### config.mk
export PLATFORM = sky130hd
export DESIGN_NAME = exp4_unidade_controle
export DESIGN_NICKNAME = d
export VERILOG_FILES = /design/src/rtl/exp4_pkg.sv /design/src/rtl/edge_detector.sv /design/src/rtl/exp4_unidade_controle.sv
export SDC_FILE = /design/constraint.sdc
export NUM_CORES = 1
export LEC_CHECK = 0
export CORE_AREA = 2 2 39 41
export DETAILED_ROUTE_END_ITERATION = 10
export DIE_AREA = 0 0 41 43
export GPL_ROUTABILITY_DRIVEN = 0
export GPL_TIMING_DRIVEN = 0
export MAX_ROUTING_LAYER = met4
export PLACE_DENSITY = 0.55
export RECOVER_POWER = 25
export SLEW_MARGIN = 20
export SYNTH_ARGS = -nofsm -noshare
export SYNTH_HDL_FRONTEND = slang
export SYNTH_HIERARCHICAL = 1
export SYNTH_SLANG_ARGS = --single-unit
export TNS_END_PERCENT = 20
### constraint.sdc
create_clock -name clock -period 1.4 [get_ports clock]
set_input_delay 0.14 -clock clock [delete_from_list [all_inputs] [get_ports clock]]
set_output_delay 0.14 -clock clock [all_outputs]
set_load 0.02 [all_outputs]
### src/rtl/exp4_pkg.sv
// State encodings shared by the control unit, the datapath and the top-level debug display.
// Pure declarations: no latency and no backpressure.
package exp4_pkg;

  typedef enum logic [3:0] {
    ST_INICIAL     = 4'h0,
    ST_PREPARACAO  = 4'h1,
    ST_ESPERA      = 4'h2,
    ST_REGISTRA    = 4'h4,
    ST_COMPARA     = 4'h5,
    ST_PROXIMO     = 4'h6,
    ST_FIM_ACERTO  = 4'hA,
    ST_FIM_TIMEOUT = 4'hD,
    ST_FIM_ERRO    = 4'hE
  } estado_t;

  localparam int unsigned TIMEOUT_CYCLES_DEF = 5000;

  // The three terminal states all accept a restart request.
  function automatic logic is_fim(input estado_t e);
    return (e == ST_FIM_ACERTO) || (e == ST_FIM_ERRO) || (e == ST_FIM_TIMEOUT);
  endfunction

endpackage

### src/rtl/edge_detector.sv
// Rising-edge detector: pulso is high for the one cycle where sinal is high and was low.
// Latency: combinational against a 1-flop history; no backpressure, a held level yields one pulse.
module edge_detector (
  input  logic clock,
  input  logic reset,
  input  logic sinal,
  output logic pulso
);

  logic sinal_prev;

  always_ff @(posedge clock or negedge reset) begin
    if (!reset) begin
      sinal_prev <= 1'b0;
    end else begin
      sinal_prev <= sinal;
    end
  end

  assign pulso = sinal & ~sinal_prev;

endmodule

### src/rtl/exp4_unidade_controle.sv
// Moore control FSM for the play-check datapath; EXP4_TIMEOUT_EN adds a per-play ESPERA timeout.
// Latency: result visible 3 cycles after a jogada press; no backpressure, presses outside ESPERA are dropped.
module exp4_unidade_controle
  import exp4_pkg::*;
#(
  parameter int unsigned TIMEOUT_CYCLES = TIMEOUT_CYCLES_DEF
) (
  input  logic       clock,
  input  logic       reset,
  input  logic       iniciar,
  input  logic       jogada,
  input  logic       igual,
  input  logic       fimC,
  output logic       zeraC,
  output logic       contaC,
  output logic       zeraR,
  output logic       registraR,
  output logic       pronto,
  output logic       acertou,
  output logic       errou,
  output logic       timeout,
  output logic [3:0] db_estado
);

  estado_t estado;
  estado_t proximo;
  logic    jogada_pulso;
  logic    expirou;

  edge_detector u_jogada_edge (
    .clock (clock),
    .reset (reset),
    .sinal (jogada),
    .pulso (jogada_pulso)
  );

`ifdef EXP4_TIMEOUT_EN
  localparam int unsigned CNT_W = (TIMEOUT_CYCLES > 1) ? $clog2(TIMEOUT_CYCLES) : 1;
  localparam logic [CNT_W-1:0] CNT_ULTIMO = CNT_W'(TIMEOUT_CYCLES - 1);

  logic [CNT_W-1:0] cnt_espera;

  // Cleared outside ESPERA, so every entry into ESPERA starts a fresh budget.
  always_ff @(posedge clock or negedge reset) begin
    if (!reset) begin
      cnt_espera <= '0;
    end else if (estado == ST_ESPERA) begin
      cnt_espera <= cnt_espera + 1'b1;
    end else begin
      cnt_espera <= '0;
    end
  end

  assign expirou = (estado == ST_ESPERA) && (cnt_espera == CNT_ULTIMO);
`else
  assign expirou = 1'b0;
`endif

  always_ff @(posedge clock or negedge reset) begin
    if (!reset) begin
      estado <= ST_INICIAL;
    end else begin
      estado <= proximo;
    end
  end

  always_comb begin
    proximo   = estado;
    zeraC     = 1'b0;
    contaC    = 1'b0;
    zeraR     = 1'b0;
    registraR = 1'b0;
    pronto    = 1'b0;
    acertou   = 1'b0;
    errou     = 1'b0;
    timeout   = 1'b0;
    db_estado = estado;

    case (estado)
      ST_INICIAL: begin
        if (iniciar) proximo = ST_PREPARACAO;
      end
      ST_PREPARACAO: begin
        zeraC   = 1'b1;
        zeraR   = 1'b1;
        proximo = ST_ESPERA;
      end
      ST_ESPERA: begin
        // A press on the expiry cycle still counts as a play.
        if (jogada_pulso) begin
          proximo = ST_REGISTRA;
        end else if (expirou) begin
          proximo = ST_FIM_TIMEOUT;
        end
      end
      ST_REGISTRA: begin
        registraR = 1'b1;
        proximo   = ST_COMPARA;
      end
      ST_COMPARA: begin
        if (!igual) begin
          proximo = ST_FIM_ERRO;
        end else if (fimC) begin
          proximo = ST_FIM_ACERTO;
        end else begin
          proximo = ST_PROXIMO;
        end
      end
      ST_PROXIMO: begin
        contaC  = 1'b1;
        proximo = ST_ESPERA;
      end
      ST_FIM_ACERTO: begin
        pronto  = 1'b1;
        acertou = 1'b1;
      end
      ST_FIM_ERRO: begin
        pronto = 1'b1;
        errou  = 1'b1;
      end
      ST_FIM_TIMEOUT: begin
        pronto = 1'b1;
`ifdef EXP4_TIMEOUT_EN
        timeout = 1'b1;
`endif
      end
      default: begin
        proximo = ST_INICIAL;
      end
    endcase

    if (is_fim(estado) && iniciar) proximo = ST_PREPARACAO;
  end

endmodule

---- After elaboration in Yosys (flattened, before gate mapping) ----
Cells that the tools add are included.
storage, ports and cells
  bits of input ports ..................... 6
  flip-flop bits (word level) ............. 5
  output and inout bits ................... 12
  logic and storage cells ................. 34
cells by class
  equality and inequality tests ........... 11
  bitwise logic cells ..................... 2
  reduce and logical (&&, ||, !) cells .... 7
  muxes and demuxes ....................... 12
operators by type and width
  cell                                                                      number
  4-bit one-hot mux with 6 select lines                                     1
  4-bit two-way mux                                                         5
  4-bit by 3-bit == test with 1-bit output (second input constant)          3
  4-bit == test (second input constant)                                     3
  1-bit two-way mux                                                         6
  3-bit inequality test (second input constant)                             2
  4-bit by 1-bit == test with 1-bit output (second input constant)          1
  4-bit by 2-bit == test with 1-bit output (second input constant)          1
  4-bit logical NOT                                                         1
  3-bit AND reduction                                                       1
  3-bit OR reduction                                                        1
  1-bit logical OR                                                          2
  2-bit by 1-bit inequality test with 1-bit output (second input constant)  1
  2-bit OR reduction                                                        1
  1-bit bitwise AND                                                         1
  1-bit logical AND                                                         1
  1-bit inverter                                                            1

---- Logic depth before layout (Yosys ltp) ----
  depth after elaboration ................. 6
  gate-level depth with buffers ........... 5
  gate-level depth less buffers ........... 4

---- Cells and area by module ----
Netlist, hierarchy kept.
modules (own cells, without submodules)
  module                 times used  cells an instance  area an instance (µm²)  seq. area each (µm²)
  exp4_unidade_controle  1           38                 324.1                   100.1
  edge_detector          1           2                  38.8                    25.0

---- Worst setup path after synthesis ----
Ideal clock, no wire load.
  path type ............................... register -> output
  start ................................... reg estado[3], in the netlist db_estado[3]
  end ..................................... out zeraR
  buffers on the path ..................... 2
  arrival time ............................ 1555 ps
  path slack .............................. -295 ps
  data required time ...................... 1260 ps
  stages on the path, launching flop included .. 6
  cells stage by stage .................... dfrtp_1 buf_4 inv_4 nand2_1 nor3_1 buf_4
between the ends
  word-level cells in the longest chain between the ends .. 2
ends and longest elaborated chain
  item                                      RTL line                     text
  start, declared                           exp4_unidade_controle.sv:25  estado_t estado;
  start signal, assigned                    exp4_unidade_controle.sv:63  estado <= proximo;
  4-bit by 1-bit == test with 1-bit output  -
  1-bit two-way mux                         -
  end, declared                             exp4_unidade_controle.sv:16  output logic zeraR,
No other way between the ends.

---- Worst setup path in the final report ----
  start ................................... reg estado[3], in the netlist db_estado[3]
  end ..................................... out zeraR
between the ends
  word-level cells in the longest chain between the ends .. 2
ends and longest elaborated chain
  item                                      RTL line                     text
  4-bit by 1-bit == test with 1-bit output  exp4_unidade_controle.sv:79  case (estado)
  1-bit two-way mux                         exp4_unidade_controle.sv:79
No other way between the ends.

==> impl_metrics.json <==
{
  "syn_nets": 46,
  "die_x_um": 41,
  "violations": "setup timing",
  "synth_edf_count": 0,
  "crit_slowest_cell": "dfrtp_1",
  "cpPeakStageDelay_ns": 0.38,
  "ir_drop_uv": 1070,
  "grt_max_degree": 10,
  "path_clk_slew_ns": 0.04,
  "start_util": 0.262,
  "yosys.area_share.simple": 0.310,
  "crit_arrival_ns": 1.27,
  "pre_cts_ws_ns": -0.331,
  "antenna_left": 0,
  "routedWlPerCell_um": 10.9,
  "viasPerCell": 4.61,
  "finalMaxSlewViolations": 0,
  "clk_path_buf_depth": 2,
  "min_period_ns": 1.41,
  "leakagePower_nw": 0.328,
  "area_growth_pct": 82.4,
  "io-pin-count": 18,
  "vias": 401,
  "critical_path_class": "flop to output port",
  "yosys-top-cells-area": "dfrtp_1, buf_4, nor2_1, nand2b_4, nor2b_4",
  "synth.distinct_cells": 28,
  "setup_viol": 4,
  "routedLengthMet1_um": 423,
  "dp.cells": 72,
  "rsz0062_at_grt": "yes",
  "dieArea_mm2": 0.00176,
  "top_layer": "met3",
  "dr_wl_met2_um": 454,
  "hold_viol_final": 0,
  "antenna_found_initial": 0,
  "cts_tree": "built",
  "overflow": 0,
  "synthXorXnorAreaFrac": 0,
  "fin_crit_sh": 1.01,
  "synthFlopType": "dfrtp_1",
  "stdcell_count": 87,
  "placed_area_um2": 554,
  "first_pass_iters": 4,
  "fill_cells": 140,
  "wl_um": 951,
  "layout_setup_ws_ns": -0.0140,
  "max_clock_freq_ghz": 0.707,
  "grt_pass1_vias": 326,
  "core_mm2": 0.00138,
  "async_flop_share": 1.00,
  "fp.dieH_um": 43,
  "htreeDepth": 1,
  "cap_violations": 0,
  "setup_tns_ns": -0.0447,
  "dp_hpwl_um": 612,
  "skew_ns": 0.00440,
  "ys_ff_latch": 5,
  "p_per_area_mw_per_mm2": 1740,
  "nets": 78,
  "worstPathRequired_ns": 1.26,
  "status": "finished with violations",
  "row_count": 14,
  "cts_hold_buf": 0,
  "syn_area_um2": 363,
  "multi_input_area_um2": 230,
  "yosysTopAreaCell": "dfrtp_1",
  "diodes": 0,
  "cts_made_buffers": 3,
  "ff_latch_area_um2": 129,
  "synth-adder-area-share": 0,
  "startpoint_type": "flop",
  "synth_compound_area_frac": 0.186,
  "mostFrequentLayoutCell": "buf_4",
  "hold_path.class": "input pin to asynchronous set/reset pin",
  "ys_seq_area_frac": 0.345,
  "grt_first_pass_wirelength_um": 1360,
  "avgSynthCellArea_um2": 9.07,
  "layout_common_cells": "buf_4, nor2_1, clkdlybuf4s50_1",
  "met3_length_um": 73,
  "end_kind": "output port",
  "clk_latency_ns": 0.24,
  "worstPathMaxFanout": 6,
  "path_cells": "buf_6 > inv_8 > nand2_4 > nor3_4 > buf_4 > buf_6",
  "drc": 0,
  "portBuffers": 16,
  "cts-root-buf": "clkbuf_4",
  "synth_top_area_share": 0.345,
  "drive_above_1_share": 0.521,
  "syn_inst": 40,
  "grt_use_total": 0.126,
  "clock_sinks": 5,
  "yosysWarnings": 6,
  "design_area_um2": 662,
  "synthMuxAreaShare": 0.0586,
  "synth_top_family_by_area": "simple AND/OR/NAND/NOR gates",
  "cpMostUsedCell": "buf_6",
  "drt_iter0_markers": 3
}
==> critical path, delay by kind of cell (launching register included) <==
| kind | cells | cell delay [ns] |
|---|---|---|
| buf+inv | 4 | 0.43 |
| flops | 1 | 0.38 |
| simple gates | 2 | 0.23 |
==> stage by stage <==
stage	total power [W]	hold WS, ns	util
detailed placement	0.000849	0.374	0.401
global placement	0.000851	0.376	0.401
finish	0.00115	0.181	0.478
global route	0.00123	0.192	0.478
floorplan	0.000617	-0.156	-
CTS	0.00103	0.109	0.422
==> layout make-up <==
cell class,instances,share of cell area
sequential,5,0.195
timing repair buffer,27,0.325
inverter,2,0.0227
clock buffer,4,0.0397
multi-input combinational,30,0.348
tap,16,0.0302
buffer,3,0.0397
==> synth_stat cells, types with 2 or more instances <==
master	number
buf_4	3
dfrtp_1	5
nand2_1	3
a21oi_1	2
nor2_1	4
==> repair_timing <==
item / CTS / global route
hold endpoints to repair: 0 / 0
setup buffers: 3 / 8
pin swaps: 1 / 3
gates resized for setup: 38 / 10
setup endpoints to repair: 10 / 6
==> state kept, by name, indices dropped and copies added (netlist names) <==
| signal | count |
|---|---|
| u_jogada_edge/sinal_prev | 1 |
| db_estado | 4 |
==> final timing paths <==
kind                                            end          from  slack, ns  depth (start not counted)
min in group clock         u_jogada_edge/sinal_prev        jogada       0.38                          1
setup / recovery                              zeraR  db_estado[3]      -0.01                          6
max in group asynchronous              db_estado[2]         reset       1.01                          1
hold reg to reg                        db_estado[2]  db_estado[0]       0.64                          2
hold / removal             u_jogada_edge/sinal_prev         reset       0.18                          1
setup reg to reg                       db_estado[0]  db_estado[0]       0.18                          4
==> logic make-up (layout without fill, tap and decap cells) <==
group,count (synthesis),after routing
multiplexers,2,2
AND/OR/NAND/NOR,18,18
flip-flops,5,5
other,1,1
buffers and inverters,5,36
AO/OA/AOI/OAI,9,9
==> where the power goes <==
| part | total, W | internal, W | switching [W] |
|---|---|---|---|
| Combinational | 0.000715 | 0.000370 | 0.000345 |
| Clock | 0.000164 | 0.000108 | 0.0000569 |
| Sequential | 0.000271 | 0.000198 | 0.0000732 |
| Total | 0.00115 | 0.000675 | 0.000475 |
==> per-layer routing <==
layer | GRT usage | up-vias
li1 | - | 198
met1 | 0.154 | 186
met2 | 0.159 | 17
met3 | 0.0785 | 0
met4 | 0.0600 | 0
met5 | - | -
Note: power is estimated with default switching activity, not from simulation.
